## src/rtl/fetch_pkg.sv

```systemverilog
// Shared types and defaults for the instruction fetch sequencer.
package fetch_pkg;
  localparam int ADDR_W_DEF = 8;
  localparam int DATA_W_DEF = 32;
  localparam logic [31:0] NOP = 32'h0;

  typedef enum logic [1:0] {IDLE, RUN, REDIR} state_t;
endpackage

```

## src/rtl/fetch_fifo.sv

```systemverilog
// Small circular buffer of {pc, inst} fetched words; clear drops everything.
module fetch_fifo
  import fetch_pkg::*;
#(
  parameter int ADDR_W = ADDR_W_DEF,
  parameter int DATA_W = DATA_W_DEF,
  parameter int DEPTH  = 2,
  parameter int CNT_W  = $clog2(DEPTH) + 1
) (
  input  logic              clk,
  input  logic              rst_n,
  input  logic              clr,
  input  logic              push,
  input  logic [ADDR_W-1:0] push_pc,
  input  logic [DATA_W-1:0] push_inst,
  input  logic              pop,
  output logic              valid,
  output logic [ADDR_W-1:0] head_pc,
  output logic [DATA_W-1:0] head_inst,
  output logic [CNT_W-1:0]  count
);
  localparam int PTR_W = $clog2(DEPTH);

  logic [DEPTH-1:0][ADDR_W-1:0] pc_mem;
  logic [DEPTH-1:0][DATA_W-1:0] inst_mem;
  logic [PTR_W-1:0]             wr_ptr, rd_ptr;
  logic                         do_pop;

  assign valid     = (count != '0);
  assign do_pop    = pop && valid;
  assign head_pc   = pc_mem[rd_ptr];
  assign head_inst = inst_mem[rd_ptr];

  always_ff @(posedge clk or negedge rst_n) begin
    if (!rst_n) begin
      wr_ptr <= '0;
      rd_ptr <= '0;
      count  <= '0;
      pc_mem <= '0;
      for (int i = 0; i < DEPTH; i++) inst_mem[i] <= DATA_W'(NOP);
    end else if (clr) begin
      // Clear beats a same-cycle push: that word belongs to the abandoned stream.
      wr_ptr <= '0;
      rd_ptr <= '0;
      count  <= '0;
    end else begin
      if (push) begin
        pc_mem[wr_ptr]   <= push_pc;
        inst_mem[wr_ptr] <= push_inst;
        wr_ptr           <= wr_ptr + 1'b1;
      end
      if (do_pop) rd_ptr <= rd_ptr + 1'b1;
      count <= count + CNT_W'(push) - CNT_W'(do_pop);
    end
  end

  a_no_overflow: assert property (@(posedge clk) disable iff (!rst_n)
    !(push && !clr && !do_pop && count == CNT_W'(DEPTH)));
endmodule

```

## src/rtl/fetch_sequencer.sv

```systemverilog
// Owns the PC, issues one-cycle-latency imem reads under FIFO credit, handles redirects.
module fetch_sequencer
  import fetch_pkg::*;
#(
  parameter int              ADDR_W    = ADDR_W_DEF,
  parameter int              DATA_W    = DATA_W_DEF,
  parameter logic [ADDR_W-1:0] RESET_PC = '0,
  parameter int              BUF_DEPTH = 2
) (
  input  logic              clk,
  input  logic              rst_n,
  input  logic              en,
  output logic              imem_req,
  output logic [ADDR_W-1:0] imem_addr,
  input  logic [DATA_W-1:0] imem_rdata,
  output logic              inst_valid,
  input  logic              inst_ready,
  output logic [DATA_W-1:0] inst,
  output logic [ADDR_W-1:0] inst_pc,
  input  logic              redirect_valid,
  input  logic [ADDR_W-1:0] redirect_pc,
  output logic [ADDR_W-1:0] pc
);
  localparam int CNT_W = $clog2(BUF_DEPTH) + 1;

  state_t            state, state_nxt;
  logic              issue, pop, inflight;
  logic [ADDR_W-1:0] req_pc;
  logic [CNT_W-1:0]  count;
  logic [CNT_W:0]    used;

  assign pop       = inst_valid && inst_ready;
  // Slots already committed: buffered words plus the one landing now, less what leaves now.
  assign used      = {1'b0, count} + (CNT_W+1)'(inflight) - (CNT_W+1)'(pop);
  assign imem_req  = issue;
  assign imem_addr = pc;

  always_comb begin
    state_nxt = state;
    issue     = 1'b0;
    unique case (state)
      IDLE:  if (redirect_valid) state_nxt = REDIR;
             else if (en)        state_nxt = RUN;
      RUN:   if (redirect_valid) state_nxt = REDIR;
             else issue = en && (used < (CNT_W+1)'(BUF_DEPTH));
      REDIR: if (redirect_valid) state_nxt = REDIR;
             else if (en)        state_nxt = RUN;
             else                state_nxt = IDLE;
      default: state_nxt = IDLE;
    endcase
  end

  always_ff @(posedge clk or negedge rst_n) begin
    if (!rst_n) begin
      state    <= IDLE;
      pc       <= RESET_PC;
      inflight <= 1'b0;
      req_pc   <= '0;
    end else begin
      state <= state_nxt;
      if (redirect_valid) begin
        pc       <= redirect_pc;
        inflight <= 1'b0;
      end else begin
        inflight <= issue;
        if (issue) begin
          pc     <= pc + 1'b1;
          req_pc <= pc;
        end
      end
    end
  end

  fetch_fifo #(
    .ADDR_W(ADDR_W),
    .DATA_W(DATA_W),
    .DEPTH (BUF_DEPTH),
    .CNT_W (CNT_W)
  ) u_fifo (
    .clk      (clk),
    .rst_n    (rst_n),
    .clr      (redirect_valid),
    .push     (inflight),
    .push_pc  (req_pc),
    .push_inst(imem_rdata),
    .pop      (pop),
    .valid    (inst_valid),
    .head_pc  (inst_pc),
    .head_inst(inst),
    .count    (count)
  );
endmodule

```

## config.mk

```make
export PLATFORM = sky130hd
export DESIGN_NAME = fetch_sequencer
export DESIGN_NICKNAME = d
export VERILOG_FILES = /design/src/rtl/fetch_pkg.sv /design/src/rtl/fetch_fifo.sv /design/src/rtl/fetch_sequencer.sv
export SDC_FILE = /design/constraint.sdc
export NUM_CORES = 1
export LEC_CHECK = 0
export ABC_AREA = 1
export CORE_UTILIZATION = 25
export DETAILED_ROUTE_END_ITERATION = 16
export DONT_BUFFER_PORTS = 1
export GPL_TIMING_DRIVEN = 0
export PLACE_DENSITY = 0.38
export REMOVE_ABC_BUFFERS = 1
export SYNTH_ARGS = -nofsm -noshare
export SYNTH_HDL_FRONTEND = slang
export SYNTH_SLANG_ARGS = --single-unit
```

## constraint.sdc

```tcl
create_clock -name clk -period 7.79 [get_ports clk]
set_clock_uncertainty 0.05 [all_clocks]
set_input_delay 1.9475 -clock clk [delete_from_list [all_inputs] [get_ports clk]]
set_output_delay 1.9475 -clock clk [all_outputs]
set_load 0.1 [all_outputs]
```

---- Word level (Yosys, flattened, before mapping) ----
Cells that the tools add are included.
word-level totals
  output and inout bits ................... 58
  input bits .............................. 45
  register bits ........................... 103
  logic and storage cells ................. 65
operators by class
  multiplexer cells ....................... 26
  bitwise operators ....................... 1
  reduce and logical (&&, ||, !) cells .... 12
  equality and inequality tests ........... 4
  magnitude comparators ................... 4
  $add $sub $neg .......................... 7
operators with widths
  cell                   count
  $mux W32               3
  $bwmux W64             1
  $mux W8                5
  $demux W32 S1          1
  $bwmux W16             1
  $mux W2                5
  $add A8 B1 Y8 const B  1
  $demux W8 S1           1
  $mux W1                8
  $reduce_bool A2 Y1     4
  $pmux W2 S3            1
  $reduce_and A2 Y1      3
  $logic_and A1 B1 Y1    4
  $lt A1 B2 Y1 const B   2
  $add A2 B1 Y3          1
  $lt A3 B2 Y1 const B   1
  $ne A3 B3 Y1 const B   1
  $sub A3 B1 Y3          1
  $add A1 B1 Y1 const B  2
  $add A2 B1 Y2          1
  $eq A2 B1 Y1 const B   1
  $eq A2 B2 Y1 const B   1
  $logic_not A2 Y1       1
  $ne A2 B2 Y1 const B   1
  3 further kinds        3

---- Depth between registers and ports, before layout ----
  word-level depth ........................ 9
  mapped depth ............................ 13
  gate-level depth less buffers ........... 12

---- By module ----
A second synthesis with hierarchy kept.
unflattened totals
  cells, all modules ...................... 600
  area total of the unflattened synthesis .. 5210.0 um^2
by module, submodules not included
  module           area an instance (um^2)  times used  cells an instance  seq. area each (um^2)
  fetch_fifo       4080.2                   1           456                2102.0
  fetch_sequencer  1129.8                   1           144                475.5

---- Least setup slack after synthesis ----
Ideal clock, no wire load.
  path kind ............................... input port to output port
  start ................................... in inst_ready
  end ..................................... out imem_req
  path slack .............................. 2.233 ns
  cell stages on the path ................. 9
  arrival ................................. 3.560 ns
  cell sequence ........................... o21a_1 > ha_1 > inv_1 > ha_1 > inv_1 > fa_1 > nand3_2 > nor2_4 > buf_6
on the way
  word-level cells in the longest chain between the ends .. 6
RTL lines
  what                 line                   text
  start: declaration   fetch_sequencer.sv:17  input logic inst_ready,
  $logic_and A1 B1 Y1  fetch_sequencer.sv:32  assign pop = inst_valid && inst_ready;
  $sub A3 B1 Y3        fetch_sequencer.sv:34  assign used = {1'b0, count} + (CNT_W+1)'(inflight) - (CNT_W+1)'(pop);
  $lt A3 B2 Y1         fetch_sequencer.sv:45  else issue = en && (used < (CNT_W+1)'(BUF_DEPTH));
  $logic_and A1 B1 Y1  fetch_sequencer.sv:45
  $mux W1              fetch_sequencer.sv:44  RUN: if (redirect_valid) state_nxt = REDIR;
  $mux W1              fetch_sequencer.sv:41  unique case (state)
  end: declaration     fetch_sequencer.sv:13  output logic imem_req,
No other way between the ends.

---- Worst setup path in the final report ----
Ends and elaborated chain as after synthesis.

==> run metrics <==
status=completed; setup bufs post-CTS=0; Final WS setup=1.80 ns; DR DRC count=0; htree depth=3; CP Cell Sequence=o21a_1 -> ha_1 -> inv_1 -> ha_1 -> inv_1 -> fa_1 -> nand3_2 -> nor2_4; antenna violations before repair=0; Final setup viols=0; n_diodes=0; critical path arrival=4.00 ns; P per Cell Area=450 nW/um^2; first-pass GRT wire length=17900 um; WP data required=5.79 ns; Yosys top cell area share=0.539; area taken by multi-input logic gates=1780 um^2; final layout net count=610; post-synthesis sequential area ratio=0.539; Die Ht=140 um; initial DRC count=200; TritonCTS clock tree=built; Hold WC Path Type=register to register; commonest non-fill, non-tap cell in the layout=nand2_1; GRT Total Usage=0.118; Max-cap violations=0; hold buffers post-CTS=0; Final Cycle Share=0.769; filler instances=1978; area leader, netlist=dfrtp_1; FF+latch count, synth=103; Slew headroom=0.368; worst hold stages=1; gr ovfl total=0; Top Ports=103; unrepaired setup endpoints after global routing=no; Detailed Route WL=10900 um; most frequent cells in the layout=nand2_1, dfrtp_1, o21ai_0, inv_1, nand3_1; RR Endpoint=req_pc[0]; post-DP HPWL=6820 um; critical path class=primary input to output pin; critical path peak fanout=14; Hold Crit Start=state[1]; Clock Sinks=103; Synth area leaders=dfrtp_1, nand2_1, o21ai_0, inv_1, nand3_2; number of buffers and inverters on the critical path=2; global placement routability congestion=0.708; Skew-Pair Late Insertion Delay=0.35 ns; RR Startpoint=u_fifo.count[1]; Post-Synthesis Cells=578; Die Width=140 um; IO Port Bufs=0; Clock transition at path regs=0.07 ns; static leakage=2.70 nW; CTS max path bufs=2; synthesized area per cell=8.27 um^2; Top delay family on crit path=adder cells; routed vias=3496; Mapped Area=4780 um^2; slowest CP cell=nor2_4; Worst VDD drop=0.165 mV; Final Max Slew Viols=0; f_max=167 MHz; Fin Setup TNS=0 ns; initial core utilization=0.256; area grow syn2layout=12.9%; Hold EP=state[1]; Final Critical Period=5.99 ns; DIE AREA=19700 um^2; post-route ant nets=0; Placeable Area=18700 um^2; DR vias/cell=4.38; layout cells sized above 1=0.103; Yosys cell types=26; worst slack at placement=1.78 ns; first-pass detailed-route iteration total=5; crit end category=output pin; root buf cell=clkbuf_16; Worst-Margin Slew=0.946 ns; Startpoint Class=primary input; r2r setup slk=4.64 ns; WL/cell=13.6 um; post-CTS sizing=0; number of global-route vias before repair=3416; crit-path max cell delay=0.70 ns; CTS buffer count=9; sequential cell area=2590 um^2; R2R cell count=10; Rows=50; pin count of the biggest net entering global routing=104; Overall Power=2.43 mW; final count of hold timing violations=0; Syn. warnings=0; final core utilization=0.288
registers in the layout, summed over array words and instances, names as in the netlist:
register         cells
req_pc               8
u_fifo.inst_mem     64
u_fifo.wr_ptr        1
imem_addr            8
u_fifo.count         2
inflight             1
u_fifo.rd_ptr        1
state                2
u_fifo.pc_mem       16
metrics by stage:
step / hold slack (ns) / cells / instance area [um^2]
floorplan: 0.370 / 540 / 4550
global placement: 0.382 / 774 / 4850
detailed placement: 0.392 / 783 / 5060
CTS: 0.403 / 799 / 5390
global route: 0.441 / 799 / 5390
finish: 0.399 / 799 / 5390
power breakdown:
part / leakage [nW] / switching [mW] / total, mW / internal, mW
logic: 1.17 / 1.02 / 1.17 / 0.150
registers: 1.37 / 0.0826 / 0.740 / 0.658
clock network: 0.166 / 0.198 / 0.511 / 0.314
synthesized netlist by cell type:
cell / count
fa_1: 1
nand2_2: 2
clkbuf_2: 3
a21oi_1: 3
buf_6: 2
o21a_1: 3
o21ai_1: 5
o21ai_2: 5
clkbuf_1: 12
ha_1: 4
xor2_1: 3
buf_2: 11
nor2_4: 1
nand2_4: 1
nand3_2: 11
buf_4: 9
buf_12: 1
nor2_2: 1
dfrtp_1: 103
inv_2: 2
inv_1: 56
xnor2_1: 2
nor2_1: 8
nand3_1: 16
nand2_1: 231
o21ai_0: 82
worst register-to-register path: cells and delay by family, from the launching register on:
family / cells / cell delay (ns)
buffers and inverters: 2 / 0.13
and+or+nand+nor: 3 / 1.01
AOI/OAI and AO/OA: 2 / 0.44
DFF: 1 / 0.47
adders and majority gates: 3 / 0.95
cells by family (layout without fill, tap and decap cells):
| group | Yosys count | after routing | synth area share |
|---|---|---|---|
| AOI/OAI and AO/OA | 98 | 98 | 0.108 |
| buffers and inverters | 96 | 83 | 0.0927 |
| DFF | 103 | 103 | 0.539 |
| xor gates and xnor gates | 5 | 5 | 0.00916 |
| and+or+nand+nor | 271 | 271 | 0.236 |
| adders and majority gates | 5 | 5 | 0.0147 |
area by class of cell:
cell class                      count  area share
Sequential cell                   103       0.480
Multi-Input combinational cell    379       0.329
Tap cell                          234      0.0543
Clock buffer                       10      0.0424
Inverter                           58      0.0404
Timing Repair Buffer                9      0.0334
Clock inverter                      6      0.0202
metal layers:
metal | GRT usage | part of all wire | wire [um] | up-vias
met3 | 0.0256 | 0.049 | 530 | 12
met5 | 0 | 0 | 0 | -
met1 | 0.148 | 0.47 | 5080 | 1631
met2 | 0.194 | 0.47 | 5100 | 105
li1 | - | - | - | 1748
met4 | 0.0526 | 0.016 | 172 | 0
worst max path at each step:
| stage | startpoint | to | slack [ns] | cells past startpoint |
|---|---|---|---|---|
| 2_1_floorplan | inst_ready | imem_req | 2.02 | 8 |
| 3_3_place_gp | inst_ready | imem_req | 1.80 | 8 |
| 3_5_place_dp | inst_ready | imem_req | 1.78 | 8 |
| 4_1_cts | inst_ready | imem_req | 1.79 | 9 |
| 5_1_grt | inst_ready | imem_req | 1.67 | 8 |
| 6_report | inst_ready | imem_req | 1.80 | 8 |
Note: power is estimated with default switching activity, not from simulation.
